$ cat config.mk
export PLATFORM = sky130hd
export DESIGN_NAME = adder_result_accumulator_flat
export DESIGN_NICKNAME = d
export VERILOG_FILES = /design/src/rtl/adder_result_accumulator_if.sv /design/src/rtl/adder_result_accumulator.sv /design/src/flat_wrapper.sv
export SDC_FILE = /design/constraint.sdc
export NUM_CORES = 1
export LEC_CHECK = 0
export ABC_AREA = 1
export CAP_MARGIN = 25
export CORE_MARGIN = 2
export CORE_UTILIZATION = 50
export CTS_CLUSTER_DIAMETER = 50
export DETAILED_ROUTE_END_ITERATION = 7
export GPL_ROUTABILITY_DRIVEN = 0
export PLACE_DENSITY = 0.78
export SYNTH_ARGS = -nofsm -noshare
export SYNTH_HDL_FRONTEND = slang
export SYNTH_SLANG_ARGS = --single-unit
$ cat constraint.sdc
create_clock -name clk -period 1.8 [get_ports clk]
set_clock_uncertainty 0.05 [all_clocks]
set_input_delay 0.54 -clock clk [delete_from_list [all_inputs] [get_ports clk]]
set_output_delay 0.54 -clock clk [all_outputs]
set_load 0.05 [all_outputs]
$ cat src/rtl/adder_result_accumulator_if.sv
// rtl/adder_result_accumulator_if.sv - sample-in / frame-total-out handshake bundle for the accumulator
interface adder_result_accumulator_if #(
  parameter int ACC_W   = 8,
  parameter int SAMPLES = 16
);
  localparam int CW = $clog2(SAMPLES + 1);

  logic             clr;
  logic             in_valid;
  logic             in_ready;
  logic [3:0]       in_sum;
  logic             in_cout;
  logic             out_valid;
  logic             out_ready;
  logic [ACC_W-1:0] out_total;
  logic             out_ovf;
  logic [CW-1:0]    out_count;

  modport master (
    output clr, in_valid, in_sum, in_cout, out_ready,
    input  in_ready, out_valid, out_total, out_ovf, out_count
  );

  modport slave (
    input  clr, in_valid, in_sum, in_cout, out_ready,
    output in_ready, out_valid, out_total, out_ovf, out_count
  );
endinterface

$ cat src/rtl/adder_result_accumulator.sv
// rtl/adder_result_accumulator.sv - sums SAMPLES adder results into one frame total with sticky overflow
// Define ACC_SAT_EN to saturate the total at all-ones instead of wrapping.
module adder_result_accumulator #(
  parameter int ACC_W   = 8,
  parameter int SAMPLES = 16
) (
  input  logic                        clk,
  input  logic                        rst_n,
  adder_result_accumulator_if.slave   bus
);
  localparam int CW = $clog2(SAMPLES + 1);

  typedef enum logic [1:0] {IDLE, ACCUM, DONE} state_t;

  state_t           r_state;
  logic [ACC_W-1:0] r_acc;
  logic             r_ovf;
  logic [CW-1:0]    r_count;
  logic             r_in_ready;
  logic             r_out_valid;

  logic             w_accept;
  logic [ACC_W:0]   w_sample;
  logic [ACC_W:0]   w_sum;
  logic [ACC_W-1:0] w_acc_next;
  logic [CW-1:0]    w_count_inc;

  assign w_accept    = bus.in_valid & r_in_ready;
  assign w_sample    = {{(ACC_W-4){1'b0}}, bus.in_cout, bus.in_sum};
  assign w_sum       = {1'b0, r_acc} + w_sample;
  assign w_count_inc = r_count + CW'(1);

`ifdef ACC_SAT_EN
  // Once saturated, any further non-zero add carries out again and re-clamps.
  assign w_acc_next = w_sum[ACC_W] ? {ACC_W{1'b1}} : w_sum[ACC_W-1:0];
`else
  assign w_acc_next = w_sum[ACC_W-1:0];
`endif

  // in_ready stays low until the first clock after reset release.
  always_ff @(posedge clk or negedge rst_n) begin
    if (!rst_n) begin
      r_state     <= IDLE;
      r_acc       <= '0;
      r_ovf       <= 1'b0;
      r_count     <= '0;
      r_in_ready  <= 1'b0;
      r_out_valid <= 1'b0;
    end else if (bus.clr) begin
      r_state     <= IDLE;
      r_acc       <= '0;
      r_ovf       <= 1'b0;
      r_count     <= '0;
      r_in_ready  <= 1'b1;
      r_out_valid <= 1'b0;
    end else begin
      case (r_state)
        IDLE: begin
          r_in_ready <= 1'b1;
          if (w_accept) begin
            r_acc   <= w_sample[ACC_W-1:0];
            r_ovf   <= 1'b0;
            r_count <= CW'(1);
            if (SAMPLES == 1) begin
              r_state     <= DONE;
              r_in_ready  <= 1'b0;
              r_out_valid <= 1'b1;
            end else begin
              r_state <= ACCUM;
            end
          end
        end
        ACCUM: begin
          if (w_accept) begin
            r_acc   <= w_acc_next;
            r_ovf   <= r_ovf | w_sum[ACC_W];
            r_count <= w_count_inc;
            if (w_count_inc == CW'(SAMPLES)) begin
              r_state     <= DONE;
              r_in_ready  <= 1'b0;
              r_out_valid <= 1'b1;
            end
          end
        end
        DONE: begin
          if (r_out_valid && bus.out_ready) begin
            r_state     <= IDLE;
            r_acc       <= '0;
            r_ovf       <= 1'b0;
            r_count     <= '0;
            r_in_ready  <= 1'b1;
            r_out_valid <= 1'b0;
          end
        end
        default: begin
          r_state     <= IDLE;
          r_in_ready  <= 1'b1;
          r_out_valid <= 1'b0;
        end
      endcase
    end
  end

  assign bus.in_ready  = r_in_ready;
  assign bus.out_valid = r_out_valid;
  assign bus.out_total = r_acc;
  assign bus.out_ovf   = r_ovf;
  assign bus.out_count = r_count;
endmodule

$ cat src/flat_wrapper.sv
// flat-port wrapper written by rule: the top's interface ports become plain ports
module adder_result_accumulator_flat 
#(
  parameter int ACC_W   = 8,
  parameter int SAMPLES = 16
)
  (clk, rst_n, bus_clr, bus_in_valid, bus_in_sum, bus_in_cout, bus_out_ready, bus_in_ready, bus_out_valid, bus_out_total, bus_out_ovf, bus_out_count);
  adder_result_accumulator_if #(.ACC_W(ACC_W), .SAMPLES(SAMPLES)) bus_i ();
  input  logic clk;
  input  logic rst_n;
  input wire logic [$bits(bus_i.clr)-1:0] bus_clr;
  input wire logic [$bits(bus_i.in_valid)-1:0] bus_in_valid;
  input wire logic [$bits(bus_i.in_sum)-1:0] bus_in_sum;
  input wire logic [$bits(bus_i.in_cout)-1:0] bus_in_cout;
  input wire logic [$bits(bus_i.out_ready)-1:0] bus_out_ready;
  output wire logic [$bits(bus_i.in_ready)-1:0] bus_in_ready;
  output wire logic [$bits(bus_i.out_valid)-1:0] bus_out_valid;
  output wire logic [$bits(bus_i.out_total)-1:0] bus_out_total;
  output wire logic [$bits(bus_i.out_ovf)-1:0] bus_out_ovf;
  output wire logic [$bits(bus_i.out_count)-1:0] bus_out_count;
  assign bus_i.clr = bus_clr;
  assign bus_i.in_valid = bus_in_valid;
  assign bus_i.in_sum = bus_in_sum;
  assign bus_i.in_cout = bus_in_cout;
  assign bus_i.out_ready = bus_out_ready;
  assign bus_in_ready = bus_i.in_ready;
  assign bus_out_valid = bus_i.out_valid;
  assign bus_out_total = bus_i.out_total;
  assign bus_out_ovf = bus_i.out_ovf;
  assign bus_out_count = bus_i.out_count;
  adder_result_accumulator #(.ACC_W(ACC_W), .SAMPLES(SAMPLES)) u_core (.clk(clk), .rst_n(rst_n), .bus(bus_i));
endmodule
==> qor.yml, run 1 <==
clkPwrFrac_pct: 8.7
firstDrtPassIters: 4
place_ws_ns: -0.528
dp_cells: 236
rsz0062_at_grt: "true"
drc: 0
synth-simple-area-share_pct: 35.6
cts_root_buffer: "clkbuf_4"
grt_pass1_vias: 1301
synth_top_family_by_area: "simple AND/OR/NAND/NOR gates"
muxShareOfSynthArea_pct: 0
synthAdderAreaFrac_pct: 11.5
numCtsBuffers: 3
p_sw_share_pct: 49.2
ant_nets: 0
seq_area_frac_synth_pct: 35.7
synth_nets: 191
critPathArrivalTime_ns: 1.95
syn_to_final_growth_pct: 52.9
synth.top_cells.by_area: "dfrtp_1, nand2_1, ha_1"
syn_inst: 170
antenna_found_initial: 0
syn-mean-instance-area_sq_um: 7.43
wl_met1_um: 1500
synth-seq-cells: 18
avgViaCountPerCell: 5.43
worst_slack_ns: 0.0338
fin_cells: 244
drive_gt1_share_pct: 28.5
maxUsedRoutingLayer: "met4"
start_util_pct: 51.9
startpoint_type: "flop"
required_ns: 1.99
hold-worst-slack_ns: 0.518
routedWlPerCell_um: 14.8
cts_htree_levels: 1
slew-limit-headroom_pct: 78.9
max_freq_mhz: 566
clock-sinks: 18
powerDensity_nw_per_um2: 1560
chipWidth_um: 54.3
grt_use_total_pct: 27.3
synth_top_area_share_pct: 35.7
setup_viol: 0
ir_drop_uv: 1280
grt_pass1_wl_um: 5820
wl_met3_um: 143
routed-wl-met2_um: 1940
drv_slew: 0
core_area_sq_um: 2430
cpMostUsedCell: "nand2_1"
cp_max_fo: 7
cp_cell_sequence: "buf_4, ha_1, inv_1, nor2_2, nand2_1, nand2_2, nor2_8, buf_6, nand2_1, nand2_1, nand2_1, nor2_1"
p_leak_nw: 0.968
die_y_um: 54.3
p_switching_mw: 1.48
routed_wl_um: 3610
fill_cells: 154
cts_buffer_depth: 2
antenna_cells: 0
period_needed_ns: 1.77
hold_class: "input pin to asynchronous set/reset pin"
worst_pin_slew_ns: 0.315
cap_viol_max_count: 0
critPathSlowestCell: "dfrtp_1"
pwr-share-seq_pct: 23.3
drt_iter0_drc: 43
yosysMostFrequentCell: "nand2_1"
holdBufCountCts: 0
io_buffers: 25
syn_area_sq_um: 1260
dp_hpwl_um: 2580
post-route-util_pct: 79.4
fin_crit_sh_pct: 98.1
hold_violations: 0
synth_xor_area_share_pct: 0
pin_count: 26
final_nets: 236
cp-end-kind: "flop"
grt_max_degree: 19
ys.flop_type: "dfrtp_1"
crit_type: "flop to flop"
yosys_warnings: 0
ys_top_cells_by_count: "nand2_1, inv_1, nand3_1, dfrtp_1, nor2_1"
synth_largest_area_cell: "dfrtp_1"
synth_compound_gate_area_share_pct: 9.51
cts_tree: "built"
path_clk_slew_ns: 0.11
internal_power_mw: 1.53
clk_latency_ns: 0.30
status: "completed"
via_count: 1324
power_frac_comb_pct: 68.1
power_mw: 3.01
synth-async-reset-ratio_pct: 100
synth_edf_count: 0
fp-row-count: 18
ys_types: 21
die_area_sq_um: 2940
cp_slowest_stage_delay_ns: 0.42
gr-total-overflow: 0
-- power groups by stage --
stage          logic (mW)  clock network, mW  registers (mW)
2_1_floorplan       0.874                  0           0.907
3_3_place_gp         1.80                  0           0.678
3_5_place_dp         1.85                  0           0.687
4_1_cts              1.91              0.260           0.691
5_1_grt              2.22              0.276           0.711
6_report             2.05              0.261           0.700
-- flip-flops by register name (all words and copies together), names as in the netlist --
register              flops
u_core.bus.out_valid      1
u_core.bus.out_total      8
u_core.bus.out_ovf        1
u_core.r_state            2
u_core.bus.out_count      5
u_core.bus.in_ready       1
-- worst paths after layout --
kind                                            to            startpoint  depth (start not counted)  slack [ns]
setup / recovery           u_core.bus.out_total[6]     u_core.r_state[0]                         12        0.03
hold / removal                  u_core.bus.out_ovf                 rst_n                          2        0.52
setup reg to reg           u_core.bus.out_total[6]     u_core.r_state[0]                         12        0.03
hold reg to reg               u_core.bus.out_valid  u_core.bus.out_valid                          2        0.53
max in group asynchronous  u_core.bus.out_count[0]                 rst_n                          2        0.97
min in group clk              u_core.bus.out_valid  u_core.bus.out_valid                          2        0.53
-- cell usage in the layout (no fill, tap or decap), types with 6 or more instances in the layout --
| cell type | count |
|---|---|
| nand3_1 | 18 |
| buf_4 | 15 |
| nand4_1 | 6 |
| buf_12 | 16 |
| inv_1 | 19 |
| dfrtp_1 | 15 |
| nand2_1 | 50 |
| a21oi_1 | 8 |
| o21ai_0 | 6 |
| nor2_1 | 11 |
-- what timing repair did --
| item | in CTS | in global routing |
|---|---|---|
| resized for setup | 12 | 12 |
| pin swaps | 4 | 2 |
| buffers inserted | 1 | 3 |
| setup endpoints to repair | 7 | 11 |
| cloned | 0 | 0 |
-- routing by layer --
| metal | GRT usage (%) | vias to the layer above |
|---|---|---|
| li1 | - | 646 |
| met1 | 33.8 | 640 |
| met2 | 49.2 | 34 |
| met3 | 3.01 | 4 |
| met4 | 8.33 | 0 |
| met5 | 0 | - |
-- kinds of logic (layout without fill, tap and decap cells) --
group,after synthesis,in the layout
flops,18,18
fa+ha+maj,11,11
compound gates,22,22
buf+inv,23,67
simple gates,96,96
-- critical path, delay by kind of cell, from the launching register on --
family | cells | cell delay [ns]
adders and majority gates | 1 | 0.20
DFF | 1 | 0.42
buffers and inverters | 3 | 0.39
and+or+nand+nor | 8 | 0.65
-- cell type report --
type / count / area (sq um) / share of cell area (%)
repair buffers: 41 / 534 / 27.7
flip-flops and latches: 18 / 454 / 23.5
well taps: 30 / 37.5 / 1.94
inverters: 22 / 85.1 / 4.41
multi-input cells: 129 / 783 / 40.6
clock buffers: 4 / 36.3 / 1.88
-- metrics by stage --
| stage | setup TNS, ns | cell area (sq um) |
|---|---|---|
| floorplan | 0 | 1260 |
| global placement | -3.71 | 1790 |
| detailed placement | -4.80 | 1790 |
| CTS | 0 | 1870 |
| global route | -0.0878 | 1930 |
| finish | 0 | 1930 |
Power figures use the tool's default switching activity.
==> run 2, diff against run 1 <==
- CORE_ASPECT_RATIO: unset -> 0.7
- CORE_MARGIN: 2 -> 5
- HOLD_SLACK_MARGIN: unset -> 0.15
==> qor.yml, run 2 (same netlist as run 1, synthesis figures left out) <==
status: "completed"
start_util_pct: 51.7  # -0.16 points
grt_use_total_pct: 20.7  # -6.6 points
p_switching_mw: 1.51  # +2.1%
cp_cell_sequence: "dlygate4sd2_1, ha_2, fa_2, nand3_1, nand2_1, nand2_1, nand2_1, o21ai_1, nand2_1, nand2_1"
fin_tns_setup_ns: 0  # unchanged
dpl_cell_area_sq_um: 1810  # +1.5%
firstDrtPassIters: 4  # unchanged
startpoint_type: "input pin"
chipWidth_um: 70.1  # +29%
pwr-share-seq_pct: 22.0  # -1.3 points
hold_class: "flop to flop"
post-route-util_pct: 80.6  # +1.2 points
numCtsBuffers: 3  # unchanged
ir_drop_uv: 888  # -31%
cpMostUsedCell: "nand2_1"
routedWlPerCell_um: 14.5  # -1.8%
met3_usage_pct: 5.98  # +3.0 points
io_buffers: 25  # unchanged
drive_gt1_share_pct: 31.2  # +2.7 points
slew-limit-headroom_pct: 80.8  # +1.9 points
max_freq_mhz: 577  # +1.8%
hold_end: "u_core.r_state[1]"
p_leak_nw: 1.01  # +3.9%
ff_latch_area_sq_um: 453  # -0.28%
met2_usage_pct: 35.4  # -14 points
ant_nets: 0  # unchanged
cts_root_buffer: "clkbuf_4"
clkPwrFrac_pct: 7.5  # -1.2 points
top_usage_layer: "met2"
r2r_setup_slack_ns: 0.13  # +0.10 ns
clk_latency_ns: 0.31  # about the same
final_nets: 240  # +1.7%
drt_iter0_drc: 87  # +100%
drc: 0  # unchanged
grt_pass1_wl_um: 5910  # +1.5%
dp_hpwl_um: 2570  # -0.19%
hold_violations: 0  # unchanged
gr-total-overflow: 0  # unchanged
fin_crit_sh_pct: 96.3  # -1.8 points
largest_reg_flops: 8  # unchanged
pin_count: 26  # unchanged
path_clk_slew_ns: 0.11  # about the same
required_ns: 2.01  # +0.02 ns
syn_to_final_growth_pct: 55.8
final_cell_mix: "nand2_1, buf_4, nand3_1"
internal_power_mw: 1.52  # -0.77%
core_area_sq_um: 2440  # +0.31%
r2r_start: "u_core.r_state[1]"
worst_pin_slew_ns: 0.286  # -0.0289 ns
final_common_cell: "nand2_1"
cts_htree_levels: 1  # unchanged
cts_tree: "built"
cp-end-kind: "flop"
p_sw_share_pct: 49.9  # +0.71 points
routed_wl_um: 3660  # +1.4%
drv_slew: 0  # unchanged
grt_pass1_vias: 1364  # +4.8%
period_needed_ns: 1.73  # -0.0320 ns
multi_input_area_sq_um: 788  # +0.64%
antenna_found_initial: 0  # unchanged
reg2reg_depth: 10  # -2
power_mw: 3.03  # +0.65%
cts_buffer_depth: 2  # unchanged
grt_max_degree: 19  # unchanged
powerDensity_nw_per_um2: 1540  # -1.2%
cp_slowest_stage_delay_ns: 0.39  # -0.03 ns
antenna_cells: 0  # unchanged
fin_area_sq_um: 1970  # +1.9%
cap_viol_max_count: 0  # unchanged
fp-row-count: 15  # -3
fill_cells: 160  # +3.9%
critPathSlowestCell: "fa_2"
r2r_end: "u_core.bus.out_total[7]"
via_count: 1340  # +1.2%
hold-worst-slack_ns: 0.495  # -0.0233 ns
setup_viol: 0  # unchanged
clock-sinks: 18  # unchanged
cp_max_fo: 4  # -3
worstHoldStart: "u_core.r_state[1]"
use_met1_pct: 24.7  # -9.1 points
avgViaCountPerCell: 5.32  # -2.0%
die_y_um: 52.0  # -4.1%
die_area_sq_um: 3650  # +24%
holdBufCountCts: 0  # unchanged
critPathArrivalTime_ns: 1.95  # about the same
power_frac_comb_pct: 70.5  # +2.4 points
crit_type: "input pin to flop"
worstHoldPathCells: 2
run 2: cell types whose count changed in the layout (fill, tap and decap cells not counted), sizes merged:
cell | before | now
buf | 32 | 36
dlygate4sd2 | 4 | 1
dlymetal6s2s | 2 | 5
run 2: cell type report:
cell class	instances	share of cell area, %
Timing Repair Buffer	45	29.1
Clock buffer	4	1.34
Sequential cell	18	23.0
Inverter	22	4.33
Tap cell	34	2.16
Multi-Input combinational cell	129	40.1
run 2: per-layer routing:
layer / vias up / wire length (um)
met5: - / 0
met2: 51 / 1780
met4: 0 / 65
met3: 8 / 235
met1: 626 / 1570
li1: 655 / -
run 2: power by group through the flow:
| stage | clock network [mW] | registers, mW | logic (mW) |
|---|---|---|---|
| global placement | 0 | 0.651 | 1.87 |
| floorplan | 0 | 0.907 | 0.874 |
| detailed placement | 0 | 0.659 | 1.94 |
| global route | 0.246 | 0.679 | 2.30 |
| finish | 0.228 | 0.666 | 2.13 |
| CTS | 0.226 | 0.663 | 1.99 |
run 2: critical path: cells and delay by family:
kind	cells	cell delay, ns
AO/OA/AOI/OAI	1	0.13
adder cells (fa/ha/maj)	2	0.60
buffers and inverters	1	0.26
AND/OR/NAND/NOR	6	0.42
run 2: how the worst max path moves through the flow:
| stage | cells past startpoint | to | slack [ns] | from |
|---|---|---|---|---|
| after detailed placement | 9 | u_core.bus.out_total[6] | -0.48 | bus_in_sum[0] |
| after floorplan | 10 | u_core.bus.in_ready | 0.0007 | u_core.bus.out_count[1] |
| final | 10 | u_core.bus.out_total[4] | 0.07 | bus_in_sum[0] |
| after global routing | 10 | u_core.bus.out_total[6] | -0.01 | bus_in_valid |
| after global placement | 9 | u_core.bus.out_total[6] | -0.45 | bus_in_sum[0] |
| after CTS | 10 | u_core.bus.out_total[7] | 0.01 | bus_in_sum[3] |
run 2: metrics by stage:
step                cells  worst slack, ns
finish                252           0.0658
global route          252          -0.0101
CTS                   248          0.00983
detailed placement    243           -0.482
global placement      243           -0.448
floorplan             170         0.000698
run 2: what timing repair did:
action,4_1_cts,5_1_grt
setup buffers,1,4
setup endpoints to repair,5,10
resized for setup,7,19
pin swaps,5,4
==> run 3, diff against run 2 <==
- PLACE_DENSITY: 0.78 -> 0.85
==> qor.yml, run 3 (same netlist as run 1, synthesis figures left out) <==
powerDensity_nw_per_um2: 1590  # +3.1%
ant_nets: 0  # unchanged
fp-row-count: 15  # unchanged
drive_gt1_share_pct: 28.8  # -2.4 points
pwr-share-seq_pct: 21.6  # -0.4 points
worst_slack_ns: 0.0549  # -0.0109 ns
critPathSlowestCell: "fa_2"
fin_crit_sh_pct: 96.9  # +0.60 points
firstDrtPassIters: 4  # unchanged
final_common_cell: "nand2_1"
gr-total-overflow: 0  # unchanged
hold_violations: 0  # unchanged
cts_tree: "built"
slew-limit-headroom_pct: 80.9  # about the same
cts_root_buffer: "clkbuf_4"
crit_type: "input pin to flop"
final_cell_mix: "nand2_1, nand3_1, inv_1"
largest_reg_flops: 8  # unchanged
clock-sinks: 18  # unchanged
routed_wl_um: 3980  # +8.9%
cp-end-kind: "flop"
path_clk_slew_ns: 0.11  # about the same
grt_pass1_vias: 1454  # +6.6%
grt_use_total_pct: 22.7  # +2.0 points
start_util_pct: 51.7  # unchanged
cp_cell_sequence: "dlygate4sd2_1, ha_2, fa_2, nand3_1, nand2_1, nand2_1, nand2_1, o21ai_0, nand2_1, nand2_1"
grt_max_degree: 19  # unchanged
hold_class: "input pin to asynchronous set/reset pin"
p_leak_nw: 1.00  # -0.58%
setup_viol: 0  # unchanged
avgViaCountPerCell: 5.65  # +6.3%
p_switching_mw: 1.54  # +2.0%
critPathBufInv: 1  # unchanged
numCtsBuffers: 3  # unchanged
place_ws_ns: -0.490  # -0.00793 ns
antenna_found_initial: 0  # unchanged
io_buffers: 25  # unchanged
power_mw: 3.08  # +1.8%
required_ns: 2.00  # about the same
ir_drop_uv: 1010  # +13%
clk_latency_ns: 0.30  # about the same
drv_slew: 0  # unchanged
status: "completed"
core_area_sq_um: 2440  # unchanged
die_area_sq_um: 3650  # unchanged
pin_count: 26  # unchanged
startpoint_type: "input pin"
critPathArrivalTime_ns: 1.95  # about the same
worst_pin_slew_ns: 0.286  # -0.000262 ns
via_count: 1408  # +5.1%
fill_cells: 145  # -9.4%
drt_iter0_drc: 81  # -6.9%
period_needed_ns: 1.75  # +0.0109 ns
cap_viol_max_count: 0  # unchanged
max_freq_mhz: 573  # -0.62%
path_delay_family: "adder cells"
chipWidth_um: 70.1  # unchanged
multi_input_area_sq_um: 771  # -2.2%
cts_htree_levels: 1  # unchanged
grt_pass1_wl_um: 6600  # +12%
holdBufCountCts: 0  # unchanged
ff_latch_area_sq_um: 453  # unchanged
syn_to_final_growth_pct: 53.8
antenna_cells: 0  # unchanged
power_frac_comb_pct: 70.0  # -0.5 points
hold-worst-slack_ns: 0.511  # +0.0160 ns
internal_power_mw: 1.54  # +1.6%
p_sw_share_pct: 50.0  # +0.081 points
dp_hpwl_um: 2760  # +7.2%
cp_max_fo: 4  # unchanged
cts_buffer_depth: 2  # unchanged
clkPwrFrac_pct: 8.4  # +0.9 points
die_y_um: 52.0  # unchanged
drc: 0  # unchanged
cp_slowest_stage_delay_ns: 0.38  # about the same
cpMostUsedCell: "nand2_1"
routedWlPerCell_um: 16.0  # +10%
final_nets: 237  # -1.3%
run 3: changes by cell type in the layout (fill, tap and decap cells not counted), sizes merged:
cell	previous run	this run
buf	36	33
run 3: per-layer routing:
layer / GRT usage [%] / share of wire [%]
met4: 8.60 / 2.9
met1: 27.2 / 42
met2: 40.4 / 48
met5: 0 / 0
met3: 4.83 / 6.7
run 3: area by class of cell:
cell class / count / area share [%]
Clock buffer: 4 / 1.87
Inverter: 22 / 4.25
Multi-Input combinational cell: 129 / 39.7
Sequential cell: 18 / 23.3
Tap cell: 34 / 2.19
Timing Repair Buffer: 42 / 28.7
run 3: worst paths after layout:
| path | slack, ns | end | from | cells after the start |
|---|---|---|---|---|
| max | 0.05 | u_core.bus.out_total[4] | bus_in_sum[0] | 10 |
| min | 0.51 | u_core.bus.out_total[5] | rst_n | 2 |
| max reg2reg | 0.11 | u_core.bus.out_total[1] | u_core.r_state[1] | 11 |
| min reg2reg | 0.52 | u_core.r_state[0] | u_core.r_state[0] | 2 |
| max in group asynchronous | 0.96 | u_core.bus.out_count[1] | rst_n | 2 |
| min in group clk | 0.52 | u_core.r_state[0] | u_core.r_state[0] | 2 |
run 3: repair_timing:
action | 4_1_cts | 5_1_grt
endpoints found under the setup margin | 6 | 15
endpoints found under the hold margin | 0 | 0
gates cloned | 0 | 0
buffers inserted | 0 | 2
gates resized for setup | 8 | 15
pin swaps | 5 | 4
run 3: metrics by stage:
step	setup TNS [ns]	cells	util [%]	instance area, sq um
final	0	249	79.6	1940
after CTS	0	247	77.7	1900
after floorplan	0	170	-	1260
after global placement	-4.21	243	74.4	1810
after detailed placement	-4.96	243	74.4	1810
after global routing	-0.0196	249	79.6	1940
run 3: power groups by stage:
stage	logic, mW	clock network [mW]	registers [mW]
floorplan	0.874	0	0.907
global placement	1.86	0	0.654
detailed placement	1.94	0	0.665
CTS	1.99	0.257	0.668
global route	2.32	0.281	0.679
finish	2.16	0.259	0.664
